<file path="src/rtl/serial_adder_ctrl.sv">
// Bit-serial adder: one 1-bit full adder is stepped LSB-first over WIDTH cycles
// to form {cout,sum} = in_a + in_b + cin, with signed overflow reported as ovf.

module full_adder (
  input  logic a,
  input  logic b,
  input  logic ci,
  output logic s,
  output logic co
);
  assign s  = a ^ b ^ ci;
  assign co = (a & b) | (ci & (a ^ b));
endmodule

// Handshake: start is sampled only in IDLE, and that edge also captures the operands.
// busy is high for the WIDTH RUN cycles. done then pulses for one cycle, and sum,
// cout and ovf are valid from that cycle until the next done.
module serial_adder_ctrl #(
  parameter int WIDTH = 8
) (
  input  logic             sys_clk,
  input  logic             sys_rst_n,
  input  logic             start,
  input  logic [WIDTH-1:0] in_a,
  input  logic [WIDTH-1:0] in_b,
  input  logic             cin,
  output logic             busy,
  output logic             done,
  output logic [WIDTH-1:0] sum,
  output logic             cout,
  output logic             ovf
);
  localparam int CW = (WIDTH > 2) ? $clog2(WIDTH) : 1;

  typedef enum logic [1:0] {
    IDLE = 2'd0,
    RUN  = 2'd1,
    DONE = 2'd2
  } state_t;

  state_t          state, state_nxt;
  logic [WIDTH-1:0] shift_a, shift_b, res;
  logic             carry, msb_cin;
  logic [CW-1:0]    cnt;
  logic             fa_s, fa_c;
  logic             last_bit;

  assign last_bit = (cnt == CW'(WIDTH - 1));

  // The only adder in the block; everything else is sequencing around it.
  full_adder u_fa (
    .a  (shift_a[0]),
    .b  (shift_b[0]),
    .ci (carry),
    .s  (fa_s),
    .co (fa_c)
  );

  always_comb begin
    state_nxt = state;
    busy      = 1'b0;
    done      = 1'b0;
    case (state)
      IDLE: if (start) state_nxt = RUN;
      RUN: begin
        busy = 1'b1;
        if (last_bit) state_nxt = DONE;
      end
      DONE: begin
        done      = 1'b1;
        state_nxt = IDLE;
      end
      default: state_nxt = IDLE;
    endcase
  end

  always_ff @(posedge sys_clk or negedge sys_rst_n) begin
    if (!sys_rst_n) state <= IDLE;
    else            state <= state_nxt;
  end

  always_ff @(posedge sys_clk or negedge sys_rst_n) begin
    if (!sys_rst_n) begin
      shift_a <= '0;
      shift_b <= '0;
      res     <= '0;
      carry   <= 1'b0;
      msb_cin <= 1'b0;
      cnt     <= '0;
      sum     <= '0;
      cout    <= 1'b0;
      ovf     <= 1'b0;
    end else begin
      case (state)
        IDLE: begin
          if (start) begin
            shift_a <= in_a;
            shift_b <= in_b;
            carry   <= cin;
            res     <= '0;
            msb_cin <= 1'b0;
            cnt     <= '0;
          end
        end
        RUN: begin
          shift_a <= shift_a >> 1;
          shift_b <= shift_b >> 1;
          carry   <= fa_c;
          res     <= {fa_s, res[WIDTH-1:1]};
          cnt     <= cnt + 1'b1;
          // Carry out of bit WIDTH-2 is the carry into the MSB, needed for ovf.
          if (cnt == CW'(WIDTH - 2)) msb_cin <= fa_c;
          if (last_bit) begin
            sum  <= {fa_s, res[WIDTH-1:1]};
            cout <= fa_c;
            ovf  <= msb_cin ^ fa_c;
          end
        end
        default: ;
      endcase
    end
  end

endmodule

</file>
<file path="config.mk">
export PLATFORM = sky130hd
export DESIGN_NAME = serial_adder_ctrl
export DESIGN_NICKNAME = d
export VERILOG_FILES = /design/src/rtl/serial_adder_ctrl.sv
export SDC_FILE = /design/constraint.sdc
export NUM_CORES = 1
export LEC_CHECK = 0
export ABC_AREA = 1
export CAP_MARGIN = 20
export CORE_MARGIN = 2
export CORE_UTILIZATION = 48
export CTS_BUF_LIST = sky130_fd_sc_hd__clkbuf_2 sky130_fd_sc_hd__clkbuf_4 sky130_fd_sc_hd__clkbuf_8
export DETAILED_ROUTE_END_ITERATION = 6
export GPL_TIMING_DRIVEN = 0
export PLACE_DENSITY_LB_ADDON = 0.15
export SYNTH_ARGS = -nofsm -noshare
export SYNTH_HDL_FRONTEND = slang
export SYNTH_HIERARCHICAL = 1
export SYNTH_SLANG_ARGS = --single-unit
export TNS_END_PERCENT = 10
</file>
<file path="constraint.sdc">
create_clock -name sys_clk -period 2.2 [get_ports sys_clk]
set_input_delay 0.44 -clock sys_clk [delete_from_list [all_inputs] [get_ports sys_clk]]
set_output_delay 0.44 -clock sys_clk [all_outputs]
set_load 0.005 [all_outputs]
</file>
Word level (Yosys, flattened, before mapping)

Index checks and enable logic that the tools add are counted.

$add $sub $neg: 1
Eq/ne operators: 7
Muxes and demuxes: 18
Bitwise logic cells: 6
Reduce and logical (&&, ||, !) cells: 6

Operators with widths:

| cell                                                            | count |
|---|---|
| 8-bit one-hot mux with 2 select lines                           | 3 |
| 8-bit two-way mux                                               | 3 |
| 3-bit == test, second input constant                            | 2 |
| 2-bit != test, second input constant                            | 3 |
| 3-bit one-hot mux with 2 select lines                           | 1 |
| 2-bit AND reduction                                             | 3 |
| 1-bit two-way mux                                               | 5 |
| 2-bit two-way mux                                               | 2 |
| 1-bit one-hot mux with 2 select lines                           | 2 |
| 2-bit one-hot mux with 2 select lines                           | 1 |
| 3-bit by 1-bit adder with 3-bit output, second input constant   | 1 |
| 3-bit two-way mux                                               | 1 |
| 3-bit AND reduction                                             | 1 |
| 1-bit XOR                                                       | 3 |
| 1-bit AND                                                       | 2 |
| 2-bit by 1-bit == test with 1-bit output, second input constant | 1 |
| 2-bit == test, second input constant                            | 1 |
| 2-bit logical NOT                                               | 1 |
| 2-bit nonzero test                                              | 1 |
| 1-bit bitwise OR                                                | 1 |

Register bits: 41
Bits of input ports: 20
Output and inout bits: 12

Depth between registers and ports, before layout

Gate-level depths: netlist of run 1.

Depth in word-level cells: 5
Depth in mapped cells: 7
Depth with buffers taken out: 7

Cells and area by module

Netlist of run 1, hierarchy kept.

Modules (own cells, without submodules):

| module            | times used | cells an instance | area an instance (µm²) | seq. area each (µm²) |
|---|---|---|---|---|
| serial_adder_ctrl | 1          | 185               | 1776.7                 | 1001.0 |
| full_adder        | 1          | 1                 | 20.0                   | 0.0 |

Worst setup path before layout of run 1

OpenSTA, ideal clock, no wires.

Path kind: reg2out
Start point: register state[0]
End point: output port busy
Arrival: 0.855 ns
Slack: 0.905 ns
Cell stages (with the launch flop): 4
Path through: dfrtp_1 > inv_4 > nor2_8 > buf_4

Word-level cells in the longest chain between the ends: 2

Ends and longest elaborated chain:

| what                                     | line | source |
|---|---|---|
| from (decl)                              | 41   | `state_t state, state_nxt;` |
| from (signal assigned)                   | 79   | `else state <= state_nxt;` |
| 2-bit by 1-bit == test with 1-bit output | 63   | `case (state)` |
| 1-bit two-way mux                        | 63   |  |
| to (decl)                                | 27   | `output logic busy,` |

No other way between the ends.

Worst setup path in the final report of run 1

Ends and elaborated chain as after synthesis.

==> impl_metrics.env, run 1 <==
export IMPL_grt_start_max_net_pins=41
export IMPL_synth_sequential_area_ratio_pct=55.71
export IMPL_place_hpwl_um=2687
export IMPL_series_of_cell_instances_along_the_critical_path="inv_4 -> nor2_8 -> buf_6 -> clkdlybuf4s50_1"
export IMPL_initial_utilization_pct=49.45
export IMPL_cp_arrival_ns=1.68
export IMPL_cp_max_stage_cell="sky130_fd_sc_hd__clkdlybuf4s50_1"
export IMPL_fin_area_um2=2287
export IMPL_fill_cells=330
export IMPL_worstMarginPinSlew_ns=0.8591
export IMPL_yosys_mux_area_fraction_pct=0
export IMPL_reg2reg_setup_slack_ns=0.86
export IMPL_gr_total_overflow=0
export IMPL_first_global_vias=1438
export IMPL_max_ir_drop_vdd_mv=0.6010
export IMPL_design_die_area_um2=4248
export IMPL_p_leak_nw=1.086
export IMPL_placementRows=22
export IMPL_synth_top_family_by_area="simple AND/OR/NAND/NOR gates"
export IMPL_timing_setup_critical_path_class="reg2out"
export IMPL_drt_antenna_violating_nets=0
export IMPL_antenna_diode_instance_count=0
export IMPL_path_depth_of_the_worst_reg2reg_path=6
export IMPL_setup_viol=0
export IMPL_hold_viol_final=0
export IMPL_drv_slew=0
export IMPL_synth_simple_gate_area_share_pct=26.11
export IMPL_r2r_startpoint="cnt[1]$_DFFE_PN0P_"
export IMPL_cts_bufs_inserted=5
export IMPL_hold_worst_slack_ns=0.2575
export IMPL_viasPerCell=5.292
export IMPL_worst_setup_ep_type="output pin"
export IMPL_synthesis_area_um2=1797
export IMPL_antenna_violations_before_repair=0
export IMPL_area_sequential_um2=1003
export IMPL_outcome="finished, final reports clean"
export IMPL_slew_headroom_pct=42.73
export IMPL_cap_viol_max_count=0
export IMPL_clock_fmax_ghz=0.4709
export IMPL_gate_count_post_synth=186
export IMPL_postSynthRegisterBits=40
export IMPL_critPathMaxFanout=10
export IMPL_cp_slowest_stage_delay_ns=0.51
export IMPL_worstSkewPairLatency_ns=0.29
export IMPL_rr_endpoint="sum[1]$_DFFE_PN0P_"
export IMPL_final_setup_skew_ns=0.006386
export IMPL_start_kind="flop"
export IMPL_synth_xor_xnor_area_share_pct=0.4875
export IMPL_final_nets=249
export IMPL_number_of_levels_the_h_tree_was_split_into=2
export IMPL_placeableCoreArea_um2=3633
export IMPL_totalWireLength_um=3664
export IMPL_synth_nets=210
export IMPL_floorplan_die_height_um=65.18
export IMPL_dp_worst_setup_slack_ns=0.2185
export IMPL_synth_compound_area_share_pct=7.591
export IMPL_avgSynthCellArea_um2=9.660
export IMPL_path_clk_slew_ns=0.08
export IMPL_multiInputGateArea_um2=671.9
export IMPL_crit_required_ns=1.76
export IMPL_final_min_period_over_clock_period_pct=96.52
export IMPL_number_of_buffers_on_the_longest_clock_path=2
export IMPL_groute_usage_overall_pct=19.99
export IMPL_synth_lib_cells_used_distinct=22
export IMPL_port_buffer_count=31
export IMPL_die_w_um=65.18
export IMPL_cts_tree="built"
export IMPL_clock_tree_root_cell="sky130_fd_sc_hd__clkbuf_8"
export IMPL_timing_hold_worst_class="in2async"
export IMPL_route_vias_total=1450
export IMPL_drt_pass1_iter_count=4
export IMPL_drcViolationCount=0
export IMPL_place_congestion=0.8205
export IMPL_post_route_setup_slack_ns=0.07662
export IMPL_power_density_nw_per_um2=1355
export IMPL_synthesis_yosys_warnings=6
export IMPL_period_minus_slack_ns=2.123
export IMPL_rsz0062_at_grt="no"
export IMPL_grt_pass1_wl_um=6451
export IMPL_drt_first_iter_violations=76
export IMPL_post_dp_cell_area_um2=2162
export IMPL_wl_per_cell_um=13.37
export IMPL_area_delta_synth_final_pct=27.30
export IMPL_ioPinCount=32
export IMPL_hold_buffers=0
export IMPL_yosys_area_share_adder_pct=3.203
export IMPL_clock_sinks=40
export IMPL_drive_above_1_share_pct=14.60
[worst max path at each step]
| stage | start | to | cells after the start |
|---|---|---|---|
| after global routing | state[0]$_DFFE_PN0P_ | busy | 4 |
| after detailed placement | state[0]$_DFFE_PN0P_ | busy | 4 |
| after floorplan | state[0]$_DFFE_PN0P_ | busy | 3 |
| after global placement | sys_rst_n | shift_b[5]$_DFFE_PN0P_ | 1 |
| final | state[0]$_DFFE_PN0P_ | busy | 4 |
| after CTS | state[1]$_DFFE_PN0P_ | busy | 3 |
[report_power, final]
part	switching (mW)	leakage [nW]	internal, mW
Sequential	0.162	0.523	1.03
Clock	0.255	0.0541	0.335
Combinational	0.720	0.509	0.595
Total	1.14	1.09	1.96
[final cells by class]
type                    count  area share (%)
flip-flops and latches     40           43.87
plain buffers              10           3.337
repair buffers             32           13.68
multi-input cells         123           29.38
clock inverters             3           1.860
clock buffers               5           3.009
well taps                  48           2.626
inverters                  13           2.243
[cells by family after synthesis]
logic type               after synthesis
adder cells (fa/ha/maj)                4
XOR/XNOR                               1
flip-flops                            40
AND/OR/NAND/NOR                       99
buffers and inverters                 23
AO/OA/AOI/OAI                         19
[repair_timing]
| action | in CTS | in global routing |
|---|---|---|
| resized for setup | 1 | 2 |
| setup endpoints to repair | 1 | 2 |
| buffers inserted | 1 | 0 |
| pin swaps | 0 | 1 |
[critical path: cells and delay by family (launching register included)]
family,cells,cell delay (ns)
buffers and inverters,3,0.78
flip-flops,1,0.40
AND/OR/NAND/NOR,1,0.21
[metal layers]
layer	vias up	GRT usage (%)	share of wire, %
met5	-	0	0
met4	0	5.469	1.3
met3	6	5.137	5.5
met2	42	33.93	50
met1	699	25.43	44
li1	703	-	-
[state kept, by name (all words and copies together), names as in the netlist]
| signal | flops |
|---|---|
| cnt | 3 |
| sum | 8 |
| state | 2 |
| carry | 1 |
| ovf | 1 |
| shift_b | 8 |
| shift_a | 8 |
| cout | 1 |
| msb_cin | 1 |
| res | 7 |
[layout by cell type, fill, tap and decap left out, types with 2 or more instances in the layout]
| cell type | netlist | final |
|---|---|---|
| sky130_fd_sc_hd__buf_2 | 4 | 5 |
| sky130_fd_sc_hd__buf_4 | 2 | 2 |
| sky130_fd_sc_hd__buf_6 | 3 | 4 |
| sky130_fd_sc_hd__clkbuf_8 | 0 | 5 |
| sky130_fd_sc_hd__clkdlybuf4s50_1 | 0 | 30 |
| sky130_fd_sc_hd__dfrtp_1 | 40 | 38 |
| sky130_fd_sc_hd__dfrtp_2 | 0 | 2 |
| sky130_fd_sc_hd__ha_1 | 3 | 3 |
| sky130_fd_sc_hd__inv_1 | 11 | 11 |
| sky130_fd_sc_hd__nand2_1 | 44 | 44 |
| sky130_fd_sc_hd__nand3_1 | 41 | 41 |
| sky130_fd_sc_hd__nand4_1 | 8 | 8 |
| sky130_fd_sc_hd__nor2_1 | 3 | 3 |
| sky130_fd_sc_hd__o21ai_1 | 3 | 3 |
| sky130_fd_sc_hd__o21ai_2 | 8 | 8 |
| sky130_fd_sc_hd__o22ai_1 | 7 | 7 |
[per-stage QoR]
step	utilization [%]	setup TNS (ns)	cells	total power, mW
3_5_place_dp	59.50	0	265	2.508
2_1_floorplan	-	0	186	2.054
6_report	62.95	0	274	3.100
3_3_place_gp	59.64	-9.630	265	2.453
5_1_grt	62.95	0	274	3.352
4_1_cts	62.81	0	274	3.116
[Yosys cell counts]
master,instances,area share [%]
sky130_fd_sc_hd__nand2_1,44,9.2
sky130_fd_sc_hd__nand3_1,41,11
sky130_fd_sc_hd__dfrtp_1,40,56
sky130_fd_sc_hd__inv_1,11,2.3
sky130_fd_sc_hd__nand4_1,8,2.8
sky130_fd_sc_hd__o21ai_2,8,3.9
sky130_fd_sc_hd__o22ai_1,7,2.4
sky130_fd_sc_hd__buf_2,4,1.1
sky130_fd_sc_hd__buf_6,3,1.9
sky130_fd_sc_hd__ha_1,3,2.1
sky130_fd_sc_hd__nor2_1,3,0.63
sky130_fd_sc_hd__o21ai_1,3,0.84
sky130_fd_sc_hd__buf_4,2,0.84
sky130_fd_sc_hd__clkbuf_1,1,0.21
sky130_fd_sc_hd__clkinv_1,1,0.21
sky130_fd_sc_hd__fa_1,1,1.1
sky130_fd_sc_hd__inv_4,1,0.35
sky130_fd_sc_hd__nand2_2,1,0.35
sky130_fd_sc_hd__nand2_4,1,0.63
sky130_fd_sc_hd__nor2_8,1,1.1
sky130_fd_sc_hd__o21a_1,1,0.42
sky130_fd_sc_hd__xor2_1,1,0.49
No activity file was read; power rests on OpenSTA's default activity.
==> inputs of run 2 (changes only) <==
Settings changed: RECOVER_POWER set to 25.
==> impl_metrics.env, run 2 (synthesis results as in run 1) <==
export IMPL_outcome="finished, final reports clean"
export IMPL_commonest_cells_after_routing_fill_and_taps_aside="sky130_fd_sc_hd__nand2_1 (44), sky130_fd_sc_hd__nand3_1 (41), sky130_fd_sc_hd__dfrtp_1 (38), sky130_fd_sc_hd__clkdlybuf4s50_1 (30), sky130_fd_sc_hd__inv_1 (11)"
export IMPL_first_global_vias=1438
export IMPL_final_nets=249
export IMPL_port_buffer_count=31
export IMPL_design_die_area_um2=4248
export IMPL_cp_max_stage_cell="sky130_fd_sc_hd__clkdlybuf4s50_1"
export IMPL_cp_arrival_ns=1.68
export IMPL_layout_top_registers="shift_a (8), shift_b (8), sum (8)"
export IMPL_critPathMaxFanout=10
export IMPL_die_w_um=65.18
export IMPL_drt_antenna_violating_nets=0
export IMPL_hold_buffers=0
export IMPL_cap_viol_max_count=0
export IMPL_number_of_buffers_on_the_longest_clock_path=2
export IMPL_drt_pass1_iter_count=4
export IMPL_ioPinCount=32
export IMPL_power_density_nw_per_um2=1355
export IMPL_antenna_violations_before_repair=0
export IMPL_cp_slowest_stage_delay_ns=0.51
export IMPL_rsz0062_at_grt="no"
export IMPL_r2r_startpoint="cnt[1]$_DFFE_PN0P_"
export IMPL_clock_tree_root_cell="sky130_fd_sc_hd__clkbuf_8"
export IMPL_area_delta_synth_final_pct=27.30
export IMPL_cts_tree="built"
export IMPL_period_minus_slack_ns=2.123
export IMPL_p_leak_nw=1.086
export IMPL_start_kind="flop"
export IMPL_place_hpwl_um=2687
export IMPL_path_clk_slew_ns=0.08
export IMPL_hold_viol_final=0
export IMPL_hold_worst_slack_ns=0.2924
export IMPL_totalWireLength_um=3669
export IMPL_gr_total_overflow=0
export IMPL_initial_utilization_pct=49.45
export IMPL_layout_commonest_cell="sky130_fd_sc_hd__nand2_1"
export IMPL_groute_usage_overall_pct=19.99
export IMPL_grt_start_max_net_pins=41
export IMPL_timing_setup_critical_path_class="reg2out"
export IMPL_clock_fmax_ghz=0.4709
export IMPL_antenna_diode_instance_count=0
export IMPL_worstMarginPinSlew_ns=0.9666
export IMPL_drt_first_iter_violations=76
export IMPL_route_vias_total=1450
export IMPL_worstSkewPairLatency_ns=0.29
export IMPL_drive_above_1_share_pct=14.60
export IMPL_max_ir_drop_vdd_mv=0.6011
export IMPL_cts_bufs_inserted=5
export IMPL_drv_slew=0
export IMPL_reg2reg_setup_slack_ns=0.86
export IMPL_utilization_pct=62.95
export IMPL_placementRows=22
export IMPL_drcViolationCount=0
export IMPL_placeableCoreArea_um2=3633
export IMPL_floorplan_die_height_um=65.18
export IMPL_viasPerCell=5.292
export IMPL_worst_setup_ep_type="output pin"
export IMPL_path_depth_of_the_worst_reg2reg_path=6
export IMPL_number_of_levels_the_h_tree_was_split_into=2
export IMPL_final_setup_tns_ns=0
export IMPL_series_of_cell_instances_along_the_critical_path="inv_4 -> nor2_8 -> buf_6 -> clkdlybuf4s50_1"
export IMPL_wl_per_cell_um=13.39
export IMPL_slew_headroom_pct=35.56
export IMPL_final_setup_skew_ns=0.006386
export IMPL_clock_sinks=40
export IMPL_final_min_period_over_clock_period_pct=96.52
export IMPL_crit_required_ns=1.76
export IMPL_setup_viol=0
export IMPL_timing_hold_worst_class="in2async"
export IMPL_rr_endpoint="sum[1]$_DFFE_PN0P_"
export IMPL_grt_pass1_wl_um=6451
export IMPL_place_congestion=0.8205
run 2: cell count changes in the layout (fill, tap and decap cells not counted), sizes merged:
cell | before | now
clkbuf | 6 | 7
buf | 11 | 10
run 2: layer usage:
| layer | routed length (um) | GRT usage [%] | vias up |
|---|---|---|---|
| li1 | - | - | 703 |
| met1 | 1599 | 25.43 | 699 |
| met2 | 1821 | 33.93 | 42 |
| met3 | 200 | 5.137 | 6 |
| met4 | 47 | 5.469 | 0 |
| met5 | 0 | 0 | - |
run 2: worst max-delay path, delay by kind of cell, from the launching register on:
kind	cells	cell delay (ns)
buffers and inverters	3	0.78
DFF	1	0.40
and+or+nand+nor	1	0.21
run 2: final cells by class:
type                       instances  area [um2]
tap                               48       60.06
sequential                        40        1003
inverter                          13       51.30
clock inverter                     3       42.54
timing repair buffer              32       312.8
multi-input combinational        123       671.9
clock buffer                       5       68.82
fill                             330        1346
buffer                            10       76.32
run 2: per-stage QoR:
step           instances  power [mW]  setup slack [ns]  cell area [um2]
3_5_place_dp         265       2.508            0.2185             2162
5_1_grt              274       3.352           0.01120             2287
4_1_cts              274       3.116           0.03446             2282
6_report             274       3.100           0.07662             2287
2_1_floorplan        186       2.054            0.9050             1797
3_3_place_gp         265       2.453           -0.2423             2167
run 2: how the worst max path moves through the flow:
stage	startpoint	end	slack (ns)
2_1_floorplan	state[0]$_DFFE_PN0P_	busy	0.91
3_3_place_gp	sys_rst_n	shift_b[5]$_DFFE_PN0P_	-0.24
3_5_place_dp	state[0]$_DFFE_PN0P_	busy	0.22
4_1_cts	state[1]$_DFFE_PN0P_	busy	0.03
5_1_grt	state[0]$_DFFE_PN0P_	busy	0.01
6_report	state[0]$_DFFE_PN0P_	busy	0.08
run 2: where the power goes:
part,internal [mW],leakage (nW),switching [mW]
registers,1.03,0.523,0.162
logic,0.595,0.510,0.720
clock network,0.335,0.0541,0.255
total,1.96,1.09,1.14
run 2: repair_timing:
item,in CTS,in global routing
pin swaps,0,1
buffers inserted,1,0
endpoints found under the setup margin,1,2
resized for setup,1,2
endpoints found under the hold margin,0,0
